File: src/rtl/sync_upcount_timer_pkg.sv
// Shared definitions for the programmable-modulus up counter/timer:
// FSM state encodings and default counter/prescaler widths.
package sync_upcount_timer_pkg;

  typedef enum logic [1:0] {
    ST_IDLE = 2'b00,
    ST_RUN  = 2'b01,
    ST_DONE = 2'b10
  } state_t;

  localparam int DEF_WIDTH = 8;
  localparam int DEF_PRE_W = 4;

endpackage

File: src/rtl/upcount_prescaler.sv
// Tick generator for sync_upcount_timer: one tick every prescale_div+1 enabled
// cycles. Built only when UPCOUNT_PRESCALER_EN is defined.
`ifdef UPCOUNT_PRESCALER_EN
module upcount_prescaler #(
  parameter int PRE_W = 4
) (
  input  logic             clock,
  input  logic             reset,
  input  logic             clear,
  input  logic             enable,
  input  logic             hold,
  input  logic [PRE_W-1:0] prescale_div,
  output logic             tick
);

  logic [PRE_W-1:0] pre_cnt;

  assign tick = enable & ~clear & ~hold & (pre_cnt == prescale_div);

  // Phase restarts whenever the gate drops, so a re-enabled timer always
  // waits a full prescale period before its first tick.
  always_ff @(posedge clock) begin
    if (reset || clear || !enable) begin
      pre_cnt <= '0;
    end else if (!hold) begin
      pre_cnt <= tick ? '0 : pre_cnt + 1'b1;
    end
  end

endmodule
`endif

File: src/rtl/sync_upcount_timer.sv
// Programmable-modulus up counter/timer with load, wrap/one-shot modes and a
// registered terminal-count pulse. Optional prescaler: UPCOUNT_PRESCALER_EN.
module sync_upcount_timer
  import sync_upcount_timer_pkg::*;
#(
  parameter int WIDTH = DEF_WIDTH
`ifdef UPCOUNT_PRESCALER_EN
  , parameter int PRE_W = DEF_PRE_W
`endif
) (
  input  logic             clock,
  input  logic             reset,
  input  logic             enable,
  input  logic             load,
  input  logic [WIDTH-1:0] load_value,
  input  logic [WIDTH-1:0] modulus,
  input  logic             one_shot,
`ifdef UPCOUNT_PRESCALER_EN
  input  logic [PRE_W-1:0] prescale_div,
`endif
  output logic [WIDTH-1:0] count_out,
  output logic             tc,
  output logic             overflow,
  output logic             running,
  output logic             done
);

  state_t           state_q, state_d;
  logic [WIDTH-1:0] count_q, count_d;
  logic             tc_q, tc_d;
  logic             ovf_q, ovf_d;
  logic             tick;

`ifdef UPCOUNT_PRESCALER_EN
  upcount_prescaler #(
    .PRE_W(PRE_W)
  ) u_prescaler (
    .clock        (clock),
    .reset        (reset),
    .clear        (load),
    .enable       (enable),
    .hold         (state_q == ST_DONE),
    .prescale_div (prescale_div),
    .tick         (tick)
  );
`else
  assign tick = enable & ~load & (state_q != ST_DONE);
`endif

  always_comb begin
    // NOTE: every signal gets a default before any branch so no path leaves
    // one unassigned, which would otherwise infer a latch.
    state_d = state_q;
    count_d = count_q;
    tc_d    = 1'b0;
    ovf_d   = ovf_q;

    if (load) begin
      count_d = load_value;
      ovf_d   = 1'b0;
      state_d = ST_IDLE;
    end else begin
      unique case (state_q)
        ST_IDLE: if (enable)  state_d = ST_RUN;
        ST_RUN:  if (!enable) state_d = ST_IDLE;
        ST_DONE: state_d = ST_DONE;
        default: state_d = ST_IDLE;
      endcase

      // Compare against the live modulus; a terminal one-shot tick taken on
      // the IDLE->RUN edge goes straight to DONE.
      if (tick) begin
        if (count_q == modulus) begin
          tc_d = 1'b1;
          if (one_shot) state_d = ST_DONE;
          else          count_d = '0;
        end else begin
          count_d = count_q + 1'b1;
          if (&count_q) ovf_d = 1'b1;
        end
      end
    end
  end

  // NOTE: sequential state uses non-blocking assignments so every register
  // samples pre-edge values regardless of block evaluation order.
  always_ff @(posedge clock) begin
    if (reset) begin
      state_q <= ST_IDLE;
      count_q <= '0;
      tc_q    <= 1'b0;
      ovf_q   <= 1'b0;
    end else begin
      state_q <= state_d;
      count_q <= count_d;
      tc_q    <= tc_d;
      ovf_q   <= ovf_d;
    end
  end

  assign count_out = count_q;
  assign tc        = tc_q;
  assign overflow  = ovf_q;
  assign running   = (state_q == ST_RUN);
  assign done      = (state_q == ST_DONE);

endmodule
File: config.mk
export PLATFORM = sky130hd
export DESIGN_NAME = sync_upcount_timer
export DESIGN_NICKNAME = d
export VERILOG_FILES = /design/src/rtl/sync_upcount_timer_pkg.sv /design/src/rtl/upcount_prescaler.sv /design/src/rtl/sync_upcount_timer.sv
export SDC_FILE = /design/constraint.sdc
export NUM_CORES = 1
export LEC_CHECK = 0
export CAP_MARGIN = 0
export CORE_ASPECT_RATIO = 0.75
export CORE_MARGIN = 1
export CORE_UTILIZATION = 36
export CTS_BUF_LIST = sky130_fd_sc_hd__clkbuf_16
export DETAILED_ROUTE_END_ITERATION = 16
export PLACE_DENSITY = 0.68
export SKIP_LAST_GASP = 1
export SYNTH_ARGS = -nofsm -noshare
export SYNTH_HDL_FRONTEND = slang
export SYNTH_SLANG_ARGS = --single-unit
File: constraint.sdc
create_clock -name clock -period 2.1 [get_ports clock]
set_clock_uncertainty 0.15 [all_clocks]
set_input_delay 0.21 -clock clock [delete_from_list [all_inputs] [get_ports clock]]
set_output_delay 0.21 -clock clock [all_outputs]
set_load 0.05 [all_outputs]
Yosys cells after proc, flatten, opt, wreduce, memory -nomap -nowiden
Index checks and enable logic that the tools add are counted.
{"block": "classes", "eq_ne": 5, "add_sub_neg": 1, "n_div": 0, "shifts": 0, "order_cmp": 0, "bitwise_logic": 5, "n_mux": 11, "n_mul": 0, "n_reduce_logical": 6}
{"op": "8-bit 2-to-1 mux", "count": 4}
{"op": "2-bit 2-to-1 mux", "count": 5}
{"op": "10-bit AND reduction", "count": 1}
{"op": "8-bit by 1-bit adder with 8-bit output, second input constant", "count": 1}
{"op": "8-bit == test", "count": 1}
{"op": "2-bit one-hot mux with 3 select lines", "count": 1}
{"op": "3-bit inequality test, second input constant", "count": 1}
{"op": "1-bit inverter", "count": 3}
{"op": "3-bit OR reduction", "count": 1}
{"op": "1-bit bitwise AND", "count": 2}
{"op": "2-bit by 1-bit == test with 1-bit output, second input constant", "count": 1}
{"op": "2-bit == test, second input constant", "count": 1}
{"op": "2-bit logical NOT", "count": 1}
{"op": "2-bit inequality test, second input constant", "count": 1}
{"op": "2-bit AND reduction", "count": 1}
{"op": "2-bit nonzero test", "count": 1}
{"op": "2-bit OR reduction", "count": 1}
{"op": "1-bit 2-to-1 mux", "count": 1}
{"block": "totals", "n_memories": 0, "mem_bits_rw": 0, "latch_bits": 0, "rom_bits": 0, "elab_cells": 32, "register_bits": 12, "inputBits": 21}

Longest topological paths before layout
{"block": "depth", "word_depth": 5, "depth_mapped": 6, "mapped_depth_nobuf": 6}

Worst setup path before layout
OpenSTA, ideal clock, no wires.
{"block": "synth_timing", "path_kind": "reg-to-reg", "startpoint": "reg count_q[0], in the netlist count_out[0]", "endpoint": "reg count_q[5], in the netlist count_out[5]", "setup_ns": 0.132, "t_arrival_ns": 1.874, "t_required_ns": 1.818, "path_slack_ns": -0.056, "stages_incl_launch_ff": 6, "path_cell_list": "dfxtp_1 xor2_1 nor4_4 nand2_2 o41ai_4 nor3_1"}
{"block": "synth_via", "elab_chain_cells": 4, "word_cells_on_any_way": 7, "cone_classes": "add/sub: 1; eq/ne: 2; mux: 3; reduce/logical: 1"}
{"element": "start, declared", "line": "sync_upcount_timer.sv:29", "rtl": "logic [WIDTH-1:0] count_q, count_d;"}
{"element": "start signal, assigned", "line": "sync_upcount_timer.sv:95", "rtl": "count_q <= count_d;"}
{"element": "8-bit by 1-bit adder with 8-bit output or 8-bit == test (tied branches)", "line": "sync_upcount_timer.sv:78, sync_upcount_timer.sv:73"}
{"element": "8-bit 2-to-1 mux", "line": "sync_upcount_timer.sv:73", "rtl": "if (count_q == modulus) begin"}
{"element": "8-bit 2-to-1 mux", "line": "sync_upcount_timer.sv:72", "rtl": "if (tick) begin"}
{"element": "8-bit 2-to-1 mux", "line": "sync_upcount_timer.sv:58", "rtl": "if (load) begin"}
Parallel ways exist; a longest one is shown, timed or not. The select of a mux whose other input is x is not followed.
A chain may end at the register's enable or synchronous reset.

Worst setup path in the final report
{"block": "layout_timing", "startpoint": "in modulus[4]", "endpoint": "reg count_q[2], in the netlist count_out[2]"}
{"block": "layout_via", "elab_chain_cells": 4, "word_cells_on_any_way": 6, "cone_classes": "eq/ne: 2; mux: 3; reduce/logical: 1"}
{"element": "start, declared", "line": "sync_upcount_timer.sv:16", "rtl": "input logic [WIDTH-1:0] modulus,"}
{"element": "8-bit == test (*)", "line": "sync_upcount_timer.sv:73"}
{"element": "8-bit 2-to-1 mux", "line": "sync_upcount_timer.sv:73"}
{"element": "8-bit 2-to-1 mux", "line": "sync_upcount_timer.sv:72"}
{"element": "8-bit 2-to-1 mux", "line": "sync_upcount_timer.sv:58"}
Mark *: on every way between the ends. The rest lies on a longest branch, timed or not. The select of a mux whose other input is x is not followed.

==> run summary <==
The count of input and output buffers came out at 32. The number of nets in the layout came out at 162. For this design the static power due to leakage is 0.512 nW. The max-cap check violation count is 0.

The synthesized design contains 0 enable-type register cells. Data on the critical path is required at its endpoint by 2080 ps. The maximum operating frequency is 501 MHz. The final reports fail on design-rule violations. The area growth from synthesis to final layout came out at 59.4%.

In the final timing run, aggregate negative setup slack is 0 ps. TritonCTS built the clock tree. The final weighted congestion of routability-driven global placement is 0.851. The post-synthesis sequential area ratio came out at 29.0%. For this configuration, the core starts out at a cell density of 39.7%.

The tree is rooted in a sky130_fd_sc_hd__clkbuf_16. The die outline height came out at 43.5 microns. The worst setup path category is in2reg. The fill cell total of the finished layout is 186. Setup repair after global routing left no endpoint under its margin. The antenna cell count came out at 0.

The DRC violations left is 2. The overall fraction of global-route tracks in use is 21.2%. The worst setup path is launched from an input pin.

The first global-routing pass estimated 3.93 mm of wire. The first-iteration detailed-routing DRC count came out at 27. In this run the remaining antenna-violating nets after routing total 0. The sum of routed wire length over all layers is 2.48 mm. The endpoint arrival time on the critical path is 1970 ps. The total via count in the routed design is 921. The area of the mapped netlist is 828 sq um. The max-slew violation total from the final report is 0. The predominant post-synthesis flop cell is sky130_fd_sc_hd__dfxtp_1. The peak supply drop is 0.301 mV. The average footprint of a synthesized cell is 8.45 sq um. CTS built an H-tree with a depth of 1. The worst min-delay path category is reg2reg. The worst slack on hold paths is 328 ps.

The placed instances occupy a cell area of 1240 sq um. Row generation in the floorplan step produced 14 rows. Counting every sink on the clock net gives 12.

The worst setup path is captured at a flop. The post-CTS repair timing setup buffer count is 0. The setup violation total in the final timing report came out at 0. The number of antenna violations at the first check in global routing was 0. The die area came out at 2500 sq um.

The via count of the first global-routing pass came to 846. The mean routed wirelength per cell came out at 15.2 microns. Measured against its own limit, the worst slew margin works out to 66.0%. The worst reg-to-reg setup slack is 140 ps. The final standard cell area without fillers is 1320 sq um. Counting I/O delays and the setup requirement, the final critical path takes 1990 ps. In the routed layout, each cell is associated on average with a via count of 5.65.

When the netlist entered floorplanning its net count stood at 120. The maximum buffer depth of the clock tree came out at 2. The total of warnings raised by yosys is 0. The number of cells upsized or downsized after cts is 0. The number of failing hold endpoints at the final stage is 0. The final global-route overflow total is 0. The hold buffer count at CTS is 0.

The area of the core region is 2080 sq um. The power density normalized to cell area came out at 619 nW/um^2. The number of top-level pins is 33. In this run, distinct cell masters in the synthesized netlist total 38. The total design power is 818 uW. After layout, the worst path uses 95.0% of the clock period. The number of synthesized register bits came out at 12. The total clock buffers created by CTS came out at 3. The later pin in the worst-skew pair is clocked with a latency of 240 ps.

The clock input transition at the sequential cells of the worst setup and hold paths is 40 ps. The die width is 57.4 microns. The maximum fanout encountered on the critical timing path is 8. The HPWL after detailed placement is 1.86 mm.

The share of synthesized registers carrying an async set or reset is 0%. The largest net degree at the start of global routing is 11. The slew at the pin with the worst max-slew slack came out at 508 ps. The synthesized netlist cell count came out at 98. Of the cells placed in the final design, the portion with a size suffix greater than 1 is 15.1%. The flow ran to the end, but the final reports show violations. The first detailed-routing pass ran for 10 iterations.
==> flip-flops by register name, indices dropped and copies added (netlist names) <==
register / cells
overflow: 1
tc: 1
state_q: 2
count_out: 8
==> logic make-up (layout without fill, tap and decap cells) <==
family | count (synthesis) | after routing | synth area share (%)
AO/OA/AOI/OAI | 30 | 30 | 28.6
XOR/XNOR | 9 | 9 | 9.52
adder cells (fa/ha/maj) | 1 | 1 | 1.51
buffers and inverters | 8 | 49 | 4.08
flip-flops | 12 | 12 | 29.0
AND/OR/NAND/NOR | 38 | 38 | 27.3
==> cells in the mapped netlist (3+ instances only) <==
library cell / count / area (sq um)
sky130_fd_sc_hd__nor3_1: 6 / 30.0
sky130_fd_sc_hd__xor2_1: 9 / 78.8
sky130_fd_sc_hd__nand3_1: 4 / 20.0
sky130_fd_sc_hd__nand2_1: 6 / 22.5
sky130_fd_sc_hd__o22ai_1: 3 / 18.8
sky130_fd_sc_hd__nor2_1: 7 / 26.3
sky130_fd_sc_hd__a21oi_1: 7 / 35.0
sky130_fd_sc_hd__a31oi_1: 3 / 18.8
sky130_fd_sc_hd__inv_1: 4 / 15.0
sky130_fd_sc_hd__dfxtp_1: 12 / 240
==> report_power, final <==
group / leakage, nW / switching (mW) / internal, mW
clock network: 0.0385 / 0.100 / 0.251
logic: 0.374 / 0.115 / 0.0962
registers: 0.0998 / 0.0147 / 0.241
total: 0.512 / 0.230 / 0.588
==> path summary, 6_finish.rpt <==
path	from	endpoint	depth (start not counted)
worst max register to register	count_out[4]	count_out[2]	5
worst min register to register	overflow	overflow	2
worst min-delay path	overflow	overflow	2
worst max-delay path	modulus[4]	count_out[2]	6
==> metal layers <==
metal | part of all wire [%] | GRT usage [%]
met5 | 0 | 0
met4 | 1.4 | 8.78
met3 | 9.3 | 3.58
met2 | 44 | 33.0
met1 | 45 | 29.2
==> final cells by class <==
class / count / area, sq um / share of cell area [%]
tap: 24 / 30.0 / 2.27
clock inverter: 1 / 3.75 / 0.284
multi-input combinational: 78 / 554 / 42.0
clock buffer: 3 / 75.1 / 5.69
inverter: 5 / 18.8 / 1.42
sequential: 12 / 245 / 18.6
timing repair buffer: 40 / 393 / 29.8
==> critical path: stages <==
cell	delay [ps]
sky130_fd_sc_hd__clkdlybuf4s50_1	410
sky130_fd_sc_hd__xor2_1	170
sky130_fd_sc_hd__nor4_4	470
sky130_fd_sc_hd__and2_1	370
sky130_fd_sc_hd__nand2_1	100
sky130_fd_sc_hd__a41o_1	240
==> placed cells by master, fill, tap and decap left out, types with 3 or more instances in the layout <==
cell,count
sky130_fd_sc_hd__inv_1,4
sky130_fd_sc_hd__a21oi_1,7
sky130_fd_sc_hd__dfxtp_2,4
sky130_fd_sc_hd__nor3_1,6
sky130_fd_sc_hd__clkdlybuf4s50_1,32
sky130_fd_sc_hd__dfxtp_1,8
sky130_fd_sc_hd__a31oi_1,3
sky130_fd_sc_hd__nor2_1,7
sky130_fd_sc_hd__o22ai_1,3
sky130_fd_sc_hd__clkbuf_16,3
sky130_fd_sc_hd__nand3_1,4
sky130_fd_sc_hd__nand2_1,6
sky130_fd_sc_hd__buf_4,7
sky130_fd_sc_hd__xor2_1,9
==> through the flow <==
stage	instances	util, %	setup slack (ps)
after floorplan	98	-	37.1
after global placement	159	59.5	-73.3
after detailed placement	159	59.5	-88.8
after CTS	163	63.3	120
after global routing	163	63.3	7.88
final	163	63.3	106
Note: power is estimated with default switching activity, not from simulation.
